## config.mk

```make
export PLATFORM = sky130hd
export DESIGN_NAME = mem_access_stage
export DESIGN_NICKNAME = d
export VERILOG_FILES = /design/src/rtl/mem_stage_pkg.sv /design/src/rtl/mem_timeout_ctr.sv /design/src/rtl/mem_access_stage.sv
export SDC_FILE = /design/constraint.sdc
export NUM_CORES = 1
export LEC_CHECK = 0
export ABC_AREA = 1
export CAP_MARGIN = 10
export CORE_MARGIN = 5
export CORE_UTILIZATION = 45
export CTS_CLUSTER_DIAMETER = 40
export DETAILED_ROUTE_END_ITERATION = 7
export PLACE_DENSITY = 0.92
export REMOVE_ABC_BUFFERS = 1
export SYNTH_ARGS = -nofsm -noshare
export SYNTH_HDL_FRONTEND = slang
export SYNTH_HIERARCHICAL = 1
export SYNTH_SLANG_ARGS = --single-unit
export TNS_END_PERCENT = 10
```

## constraint.sdc

```tcl
create_clock -name clk -period 7.1 [get_ports clk]
set_input_delay 1.065 -clock clk [delete_from_list [all_inputs] [get_ports clk]]
set_output_delay 1.065 -clock clk [all_outputs]
set_load 0.01 [all_outputs]
```

## src/rtl/mem_stage_pkg.sv

```systemverilog
// Shared types and defaults for the data-memory access stage.
// Holds the access FSM encoding and the memory/timeout sizing defaults.
package mem_stage_pkg;

   localparam int DMEM_WORDS_DEF  = 1024;
   localparam int TIMEOUT_CYC_DEF = 255;

   typedef enum logic [1:0] {
      IDLE = 2'd0,
      BUSY = 2'd1,
      DONE = 2'd2
   } mem_state_e;

endpackage

```

## src/rtl/mem_timeout_ctr.sv

```systemverilog
// Wait counter for an outstanding data-memory access.
// expired is high on the LIMIT-th enabled cycle after clear.
module mem_timeout_ctr #(
   parameter int LIMIT = 255
) (
   input  logic clk,
   input  logic rst,
   input  logic clear,
   input  logic enable,
   output logic expired
);

   localparam int CW = (LIMIT < 2) ? 1 : $clog2(LIMIT);
   localparam logic [CW-1:0] LAST = CW'(LIMIT - 1);

   logic [CW-1:0] cnt_q, cnt_d;

   assign expired = (cnt_q == LAST);

   always_comb begin
      cnt_d = cnt_q;
      if (clear) begin
         cnt_d = '0;
      end else if (enable && !expired) begin
         cnt_d = cnt_q + 1'b1;
      end
   end

   always_ff @(posedge clk or posedge rst) begin
      if (rst) begin
         cnt_q <= '0;
      end else begin
         cnt_q <= cnt_d;
      end
   end

endmodule

```

## src/rtl/mem_access_stage.sv

```systemverilog
// MEM pipeline stage: stalls upstream while a word access to data memory
// is outstanding, flags misaligned/out-of-range/timed-out accesses.
module mem_access_stage
   import mem_stage_pkg::*;
#(
   parameter int DMEM_WORDS  = DMEM_WORDS_DEF,
   parameter int TIMEOUT_CYC = TIMEOUT_CYC_DEF
) (
   input  logic        clk,
   input  logic        rst,
   input  logic        MemRead_in,
   input  logic        MemWrite_in,
   input  logic        MemToReg_in,
   input  logic        RegWrite_in,
   input  logic [31:0] alu_in,
   input  logic [31:0] wdata_in,
   input  logic [3:0]  RR3_in,
   output logic [31:0] mem_out,
   output logic [31:0] alu_out,
   output logic        MemToReg_out,
   output logic        RegWrite_out,
   output logic [3:0]  RR3_out,
   output logic        stall_out,
   output logic        dm_req,
   output logic        dm_we,
   output logic [29:0] dm_addr,
   output logic [31:0] dm_wdata,
   input  logic [31:0] dm_rdata,
   input  logic        dm_ack,
   output logic        mem_fault,
   output logic [7:0]  fault_cnt
);

   mem_state_e  state_q, state_d;
   logic        req_q, req_d;
   logic        we_q, we_d;
   logic [29:0] addr_q, addr_d;
   logic [31:0] wdata_q, wdata_d;
   logic [31:0] data_q, data_d;
   logic        to_q, to_d;
   logic        fault_q, fault_d;
   logic [7:0]  cnt_q, cnt_d;

   logic        pend;
   logic        fault;
   logic        misal;
   logic        oor;
   logic        expired;
   logic [31:0] word_addr;

   assign word_addr = {2'b00, alu_in[31:2]};
   assign misal     = (alu_in[1:0] != 2'b00);
   assign oor       = (word_addr >= 32'(DMEM_WORDS));
   assign pend      = MemRead_in ^ MemWrite_in;
   assign fault     = (MemRead_in & MemWrite_in) | (pend & (misal | oor));

   mem_timeout_ctr #(
      .LIMIT (TIMEOUT_CYC)
   ) u_timeout (
      .clk     (clk),
      .rst     (rst),
      .clear   (state_q != BUSY),
      .enable  (state_q == BUSY),
      .expired (expired)
   );

   always_comb begin
      state_d = state_q;
      req_d   = req_q;
      we_d    = we_q;
      addr_d  = addr_q;
      wdata_d = wdata_q;
      data_d  = data_q;
      to_d    = to_q;
      fault_d = 1'b0;
      cnt_d   = cnt_q;
      unique case (state_q)
         IDLE: begin
            if (fault) begin
               fault_d = 1'b1;
            end else if (pend) begin
               state_d = BUSY;
               req_d   = 1'b1;
               we_d    = MemWrite_in;
               addr_d  = alu_in[31:2];
               wdata_d = wdata_in;
               to_d    = 1'b0;
            end
         end
         BUSY: begin
            // ack wins over a coincident timeout
            if (dm_ack) begin
               state_d = DONE;
               req_d   = 1'b0;
               we_d    = 1'b0;
               data_d  = we_q ? 32'h0 : dm_rdata;
               to_d    = 1'b0;
            end else if (expired) begin
               state_d = DONE;
               req_d   = 1'b0;
               we_d    = 1'b0;
               data_d  = 32'h0;
               to_d    = 1'b1;
               fault_d = 1'b1;
            end
         end
         DONE: begin
            state_d = IDLE;
         end
         default: begin
            state_d = IDLE;
         end
      endcase
      if (fault_d && (cnt_q != 8'hFF)) begin
         cnt_d = cnt_q + 8'd1;
      end
   end

   always_ff @(posedge clk or posedge rst) begin
      if (rst) begin
         state_q <= IDLE;
         req_q   <= 1'b0;
         we_q    <= 1'b0;
         addr_q  <= '0;
         wdata_q <= '0;
         data_q  <= '0;
         to_q    <= 1'b0;
         fault_q <= 1'b0;
         cnt_q   <= '0;
      end else begin
         state_q <= state_d;
         req_q   <= req_d;
         we_q    <= we_d;
         addr_q  <= addr_d;
         wdata_q <= wdata_d;
         data_q  <= data_d;
         to_q    <= to_d;
         fault_q <= fault_d;
         cnt_q   <= cnt_d;
      end
   end

   assign alu_out      = alu_in;
   assign MemToReg_out = MemToReg_in;
   assign RR3_out      = RR3_in;
   assign RegWrite_out = RegWrite_in
                       & ~((state_q == IDLE) & fault & MemRead_in)
                       & ~((state_q == DONE) & to_q);
   assign stall_out    = (state_q == BUSY)
                       | ((state_q == IDLE) & pend & ~fault);
   assign mem_out      = (state_q == DONE) ? data_q : 32'h0;
   assign dm_req       = req_q;
   assign dm_we        = we_q;
   assign dm_addr      = addr_q;
   assign dm_wdata     = wdata_q;
   assign mem_fault    = fault_q;
   assign fault_cnt    = cnt_q;

endmodule

```

==> results.ini, run 1 <==
[clock_network]
htreeDepth=4
ctsHoldBuffers=0
path_clk_slew_ns=0.05
postCtsResizedCells=0
cts_root_buf=clkbuf_16
cts_buffers=17
worstSkewPairLatency_ns=0.41
cts_setup_buffers=0
numClockSinks=116
clockBufferDepth=2
tritoncts=built

[critical_path]
crit_type=in2out
cp_top_family=buffers and inverters
critical_path.max_stage_delay_ns=0.53
crit_path_end_kind=primary output
arrival_ns=2.94
worstPathCellList=clkdlybuf4s50_1 -> ha_1 -> nand2_1 -> nand2_1 -> nand3_1 -> nand3_1 -> inv_1 -> clkdlybuf4s50_1
critPathLaunchType=primary input
r2r_cells=13
reg2reg_setup_slack_ns=4.70
r2r_end=fault_cnt[5]
cp.buffers_inverters=3
worstPathMaxFanout=3
cp_slowest_cell=clkdlybuf4s50_1
crit_required_ns=6.03
rr_startpoint=u_timeout/cnt_q[0]

[floorplanning]
core_um2=12100
fp.dieW_um=121
ioPinCount=251
start_util_pct=46.2
row_count=40
die-area_um2=14700
dieHeight_um=121

[layout]
mostFrequentLayoutCell=clkdlybuf4s50_1
drive_gt1_share_pct=9.65
antenna_cells=0
mostFrequentLayoutCells=240 x clkdlybuf4s50_1, 122 x nand2_1, 116 x dfrtp_1, 108 x inv_1, 57 x nor2_1
syn_to_final_growth_pct=49.8
finalNetCount=948

[pwr]
leakage_nw=3.98
power_mw=2.90
worst_ir_drop_vdd_mv=0.208
p_per_area_nw_per_um2=348

[logic_synthesis]
avgSynthCellArea_um2=8.74
ys_async_sr_fraction_pct=100
yosysWarnings=6
syn-cell-area_um2=5570
dominantRegCellSynth=dfrtp_1
netlist_instances=637
ys_types=32
ys_seq_elements=116
yosysTopAreaCell=dfrtp_1
ys_seq_area_share_pct=52.1
synthTopCellsByArea=dfrtp_1 52%, nand2_1 8.2%, inv_1 7.3%
synth_top_cell_area_share_pct=52.1
synth_edf_count=0

[sta]
setup_viol_count_final=0
post-route-min-period_ns=4.00
post-route-period-util_pct=56.3
max_freq_ghz=0.250
grt_setup_unrepaired=false
slew_violations=0
hold_violations=0
maxSlewHeadroom_pct=31.6
skew_ns=0.0112
worst_pin_slew_ns=1.02
tns_ns=0

[hold_path]
hp-start=dm_addr[18]
holdPathStages=2
hold_class=reg2reg
hold_end=dm_addr[18]

[flow_run]
drv_cap=0

[global_routing]
grt-ovfl-total=0
grt_max_degree=105
antenna_found_initial=0
grt_pass1_wl_mm=25.0
grt_usage_pct=22.0
grt_pass1_vias=5080

[placement]
dpl.hpwl_mm=11.1
portBuffers=240
finalWeightedCongestion=0.828

[detailed_routing]
ant_nets=0
num_vias=4894
drt_iter0_drc=196
avgRoutedWirePerCell_um=15.5
wirelength_mm=15.8
route.detailed.drc=0
vias_per_cell=4.81
firstDrtPassIters=5

[outcome]
outcome=complete, no violations

[sequential cells by signal (all words and copies together), names as in the netlist]
name             cells
state_q              2
dm_wdata            32
data_q              32
dm_req               1
u_timeout/cnt_q      8
fault_cnt            8
to_q                 1
mem_fault            1
dm_we                1
dm_addr             30
[Yosys cell counts (2+ instances only)]
master and n:
nand3_2 12, nand4_1 4, inv_1 109, nor3_1 3, o21ai_0 19, clkbuf_1 8
nand2_4 3, inv_2 3, buf_4 37, nand3_1 39, ha_1 4, dfrtp_1 116
a21oi_1 2, o21ai_1 39, xnor2_1 3, buf_6 4, buf_12 3, nand2_2 6
nor2_1 58, o21ai_2 19, xor2_1 6, buf_2 9, nand2_1 122
[logic make-up after synthesis]
group / after synthesis / synth area share (%)
AOI/OAI and AO/OA: 80 / 8.51
xor gates and xnor gates: 9 / 1.42
adders and majority gates: 4 / 0.899
buffers and inverters: 177 / 16.5
DFF: 116 / 52.1
and+or+nand+nor: 251 / 20.6
[layout make-up]
| cell class | count | area [um^2] |
|---|---|---|
| Fill cell | 896 | 3710 |
| Sequential cell | 116 | 2900 |
| Timing Repair Buffer | 243 | 2420 |
| Multi-Input combinational cell | 344 | 1760 |
| Clock buffer | 23 | 478 |
| Inverter | 115 | 447 |
| Tap cell | 168 | 210 |
| Clock inverter | 9 | 126 |
[how the worst max path moves through the flow]
stage          cells past startpoint           end  slack (ns)        from
2_1_floorplan                      1     data_q[0]        3.19         rst
6_report                           8  RegWrite_out        3.10  MemRead_in
5_1_grt                           10  RegWrite_out        2.98  alu_in[12]
3_3_place_gp                       8  RegWrite_out        3.12  MemRead_in
4_1_cts                            8  RegWrite_out        3.07  MemRead_in
3_5_place_dp                       8  RegWrite_out        3.07  MemRead_in
[stage by stage]
step | hold WS, ns | std cells | cell area (um^2) | util (%) | setup WS [ns]
2_1_floorplan | 0.443 | 575 | 5100 | - | 3.19
3_3_place_gp | 0.448 | 986 | 7740 | 64.2 | 3.12
3_5_place_dp | 0.451 | 986 | 7740 | 64.2 | 3.07
4_1_cts | 0.466 | 1018 | 8350 | 69.2 | 3.07
5_1_grt | 0.484 | 1018 | 8350 | 69.2 | 2.98
6_report | 0.463 | 1018 | 8350 | 69.2 | 3.10
[power by group]
part	switching (mW)	internal [mW]
sequential	0.121	0.894
combinational	0.535	0.486
clock	0.289	0.577
total	0.945	1.96
[worst reg2reg max path, delay by kind of cell (launching register included)]
kind	cells	cell delay [ns]
AOI/OAI and AO/OA	1	0.06
adders and majority gates	1	0.16
buffers and inverters	3	0.78
DFF	1	0.39
and+or+nand+nor	8	0.89
[routing by layer]
metal | GRT usage [%] | wire, um | up-vias
met4 | 8.12 | 327 | 0
met3 | 10.7 | 1870 | 30
li1 | - | - | 2328
met1 | 22.8 | 5590 | 2319
met5 | 0 | 0 | -
met2 | 38.4 | 7960 | 217
Note: power is estimated with default switching activity, not from simulation.
==> run 2, diff against run 1 <==
--- a/config.mk
+++ b/config.mk
@@ -8,10 +8,10 @@
 export ABC_AREA = 1
 export CAP_MARGIN = 10
 export CORE_MARGIN = 5
-export CORE_UTILIZATION = 45
+export CORE_UTILIZATION = 42
 export CTS_CLUSTER_DIAMETER = 40
 export DETAILED_ROUTE_END_ITERATION = 7
-export PLACE_DENSITY = 0.92
+export PLACE_DENSITY = 0.87
 export REMOVE_ABC_BUFFERS = 1
 export SYNTH_ARGS = -nofsm -noshare
 export SYNTH_HDL_FRONTEND = slang
==> constraint.sdc (replaced) <==
create_clock -name clk -period 3.7 [get_ports clk]
set_input_delay 0.555 -clock clk [delete_from_list [all_inputs] [get_ports clk]]
set_output_delay 0.555 -clock clk [all_outputs]
set_load 0.01 [all_outputs]
==> run 2 against run 1 <==
Die area is 6.5% higher. Worst hold slack better by 0.0066 ns. Cell area is 0.36% higher. Clock power is 91% higher. Critical endpoint is now mem_out[31].
==> results.ini, run 2 (same netlist as run 1, synthesis figures left out) <==
[outcome]
outcome=complete, no violations

[detailed_routing]
avgRoutedWirePerCell_um=14.5  ; -6.2%
vias_per_cell=4.59  ; -4.6%
drt_iter0_drc=279  ; +42%
route.detailed.drc=0  ; unchanged
num_vias=4716  ; -3.6%
firstDrtPassIters=4  ; -1
ant_nets=0  ; unchanged
wirelength_mm=14.9  ; -5.3%

[sta]
max_freq_ghz=0.343
setup_slack_ns=0.784  ; -2.32 ns
slew_violations=0  ; unchanged
maxSlewHeadroom_pct=37.2  ; +5.6 points
grt_setup_unrepaired=false
hold_violations=0  ; unchanged
skew_ns=0.00799  ; -0.00323 ns
post-route-min-period_ns=2.92
setup_viol_count_final=0  ; unchanged
worst_pin_slew_ns=0.943  ; -0.0809 ns
post-route-period-util_pct=78.8
tns_ns=0  ; unchanged

[layout]
design_area_um2=8380  ; +0.36%
n_fill_cell=1024  ; +14%
syn_to_final_growth_pct=50.4
finalNetCount=950  ; +0.21%
drive_gt1_share_pct=10.1  ; +0.45 points
mostFrequentLayoutCell=clkdlybuf4s50_1
mostFrequentLayoutCells=240 x clkdlybuf4s50_1, 122 x nand2_1, 116 x dfrtp_1, 108 x inv_1, 57 x nor2_1
final_cell_count_no_fill=1028  ; +0.98%
antenna_cells=0  ; unchanged

[critical_path]
crit_path_end_kind=primary output
r2r_cells=13  ; unchanged
cp_slowest_cell=clkdlybuf4s50_1
worst-path-stages=5  ; -3
cp.buffers_inverters=3  ; unchanged
crit_type=reg2out
crit_required_ns=3.14  ; -2.89 ns
critPathLaunchType=flop
worstPathCellList=inv_2 -> nand2_1 -> buf_4 -> nor2_1 -> clkdlybuf4s50_1
critical_path.max_stage_delay_ns=0.56  ; +0.03 ns
worstPathMaxFanout=17  ; +14
cp_top_family=buffers and inverters
arrival_ns=2.36  ; -0.58 ns

[pwr]
worst_ir_drop_vdd_mv=0.350  ; +68%
p_int_mw=3.72  ; +90%
swShare_pct=32.7  ; +0.099 points
power_mw=5.53  ; +91%
switchingPower_mw=1.81  ; +91%
combPwrFrac_pct=35.3  ; about the same
pwr-share-seq_pct=35.0  ; about the same
p_per_area_nw_per_um2=660  ; +90%
power_frac_clock_pct=29.8  ; about the same
leakage_nw=3.98  ; -0.15%

[clock_network]
numClockSinks=116  ; unchanged
ctsHoldBuffers=0  ; unchanged
cts_root_buf=clkbuf_16
path_clk_slew_ns=0.05  ; about the same
cts_buffers=17  ; unchanged
clockBufferDepth=2  ; unchanged
postCtsResizedCells=0  ; unchanged
htreeDepth=4  ; unchanged
cts_setup_buffers=0  ; unchanged
tritoncts=built
worstSkewPairLatency_ns=0.41  ; about the same

[flow_run]
drv_cap=0  ; unchanged

[global_routing]
grt_pass1_vias=4746  ; -6.6%
grt_max_degree=105  ; unchanged
grt_pass1_wl_mm=24.1  ; -3.6%
antenna_found_initial=0  ; unchanged
grt_usage_pct=19.2  ; -2.8 points
grt-ovfl-total=0  ; unchanged

[floorplanning]
dieHeight_um=125  ; +3.2%
fp.dieW_um=125  ; +3.2%
ioPinCount=251  ; unchanged
row_count=42  ; +5.0%
core_um2=13100  ; +8.9%
die-area_um2=15700  ; +6.5%
start_util_pct=42.4  ; -3.8 points

[placement]
dpl.hpwl_mm=10.9  ; -1.5%
finalWeightedCongestion=0.890  ; +7.4%
dp_slack_ns=0.784  ; -2.29 ns
portBuffers=240  ; unchanged
place_inst=996  ; +1.0%
dpl_cell_area_um2=7770  ; +0.42%

[hold_path]
holdPathStages=2  ; unchanged
hold_class=reg2reg

[run 2: cell types whose count changed in the layout (fill, tap and decap cells not counted), sizes merged]
cell and change:
buf +2, clkbuf -4, clkinv -1, clkinvlp +5
[run 2: worst reg2reg max path, cell delays in order, from the launching register on]
cell	delay, ns
dfrtp_1	0.39
inv_1	0.11
ha_1	0.16
nand2_1	0.05
nor2_1	0.14
nand2_2	0.10
inv_2	0.07
o21ai_2	0.06
inv_4	0.41
nand2_2	0.15
nand2_4	0.19
nand2_4	0.11
nand2_1	0.07
nand2_1	0.06
[run 2: routing by layer]
metal	up-vias	global-route usage [%]	wire, um
li1	2319	-	-
met1	2148	21.7	5870
met2	231	31.8	7210
met3	18	9.00	1630
met4	0	6.95	221
met5	-	0	0
[run 2: final timing paths]
kind	from	to	slack (ns)
worst min-delay path	dm_addr[29]	dm_addr[29]	0.47
min in group asynchronous	rst	u_timeout/cnt_q[6]	0.50
worst min register to register	dm_addr[29]	dm_addr[29]	0.47
worst max register to register	u_timeout/cnt_q[0]	fault_cnt[7]	1.51
worst max-delay path	state_q[0]	mem_out[31]	0.78
max in group asynchronous	rst	dm_addr[11]	2.33
[run 2: power groups by stage]
stage                     registers (mW)  clock network [mW]  logic (mW)
after CTS                           1.93                1.68        1.98
after floorplan                     2.04                   0       0.834
after detailed placement            1.95                   0        1.97
after global placement              1.93                   0        1.93
after global routing                1.99                1.74        2.15
final                               1.93                1.65        1.95
[run 2: per-stage QoR]
stage | hold slack (ns) | util, %
after global placement | 0.448 | 59.2
final | 0.469 | 63.8
after global routing | 0.491 | 63.8
after detailed placement | 0.456 | 59.2
after CTS | 0.470 | 63.8
after floorplan | 0.371 | -
[run 2: cell type report]
| type | count | area (um^2) | area share [%] |
|---|---|---|---|
| clock buffers | 19 | 443 | 5.29 |
| clock inverters | 13 | 159 | 1.90 |
| inverters | 115 | 447 | 5.33 |
| multi-input cells | 344 | 1750 | 20.9 |
| flip-flops and latches | 116 | 2900 | 34.7 |
| well taps | 176 | 220 | 2.63 |
| repair buffers | 245 | 2450 | 29.3 |
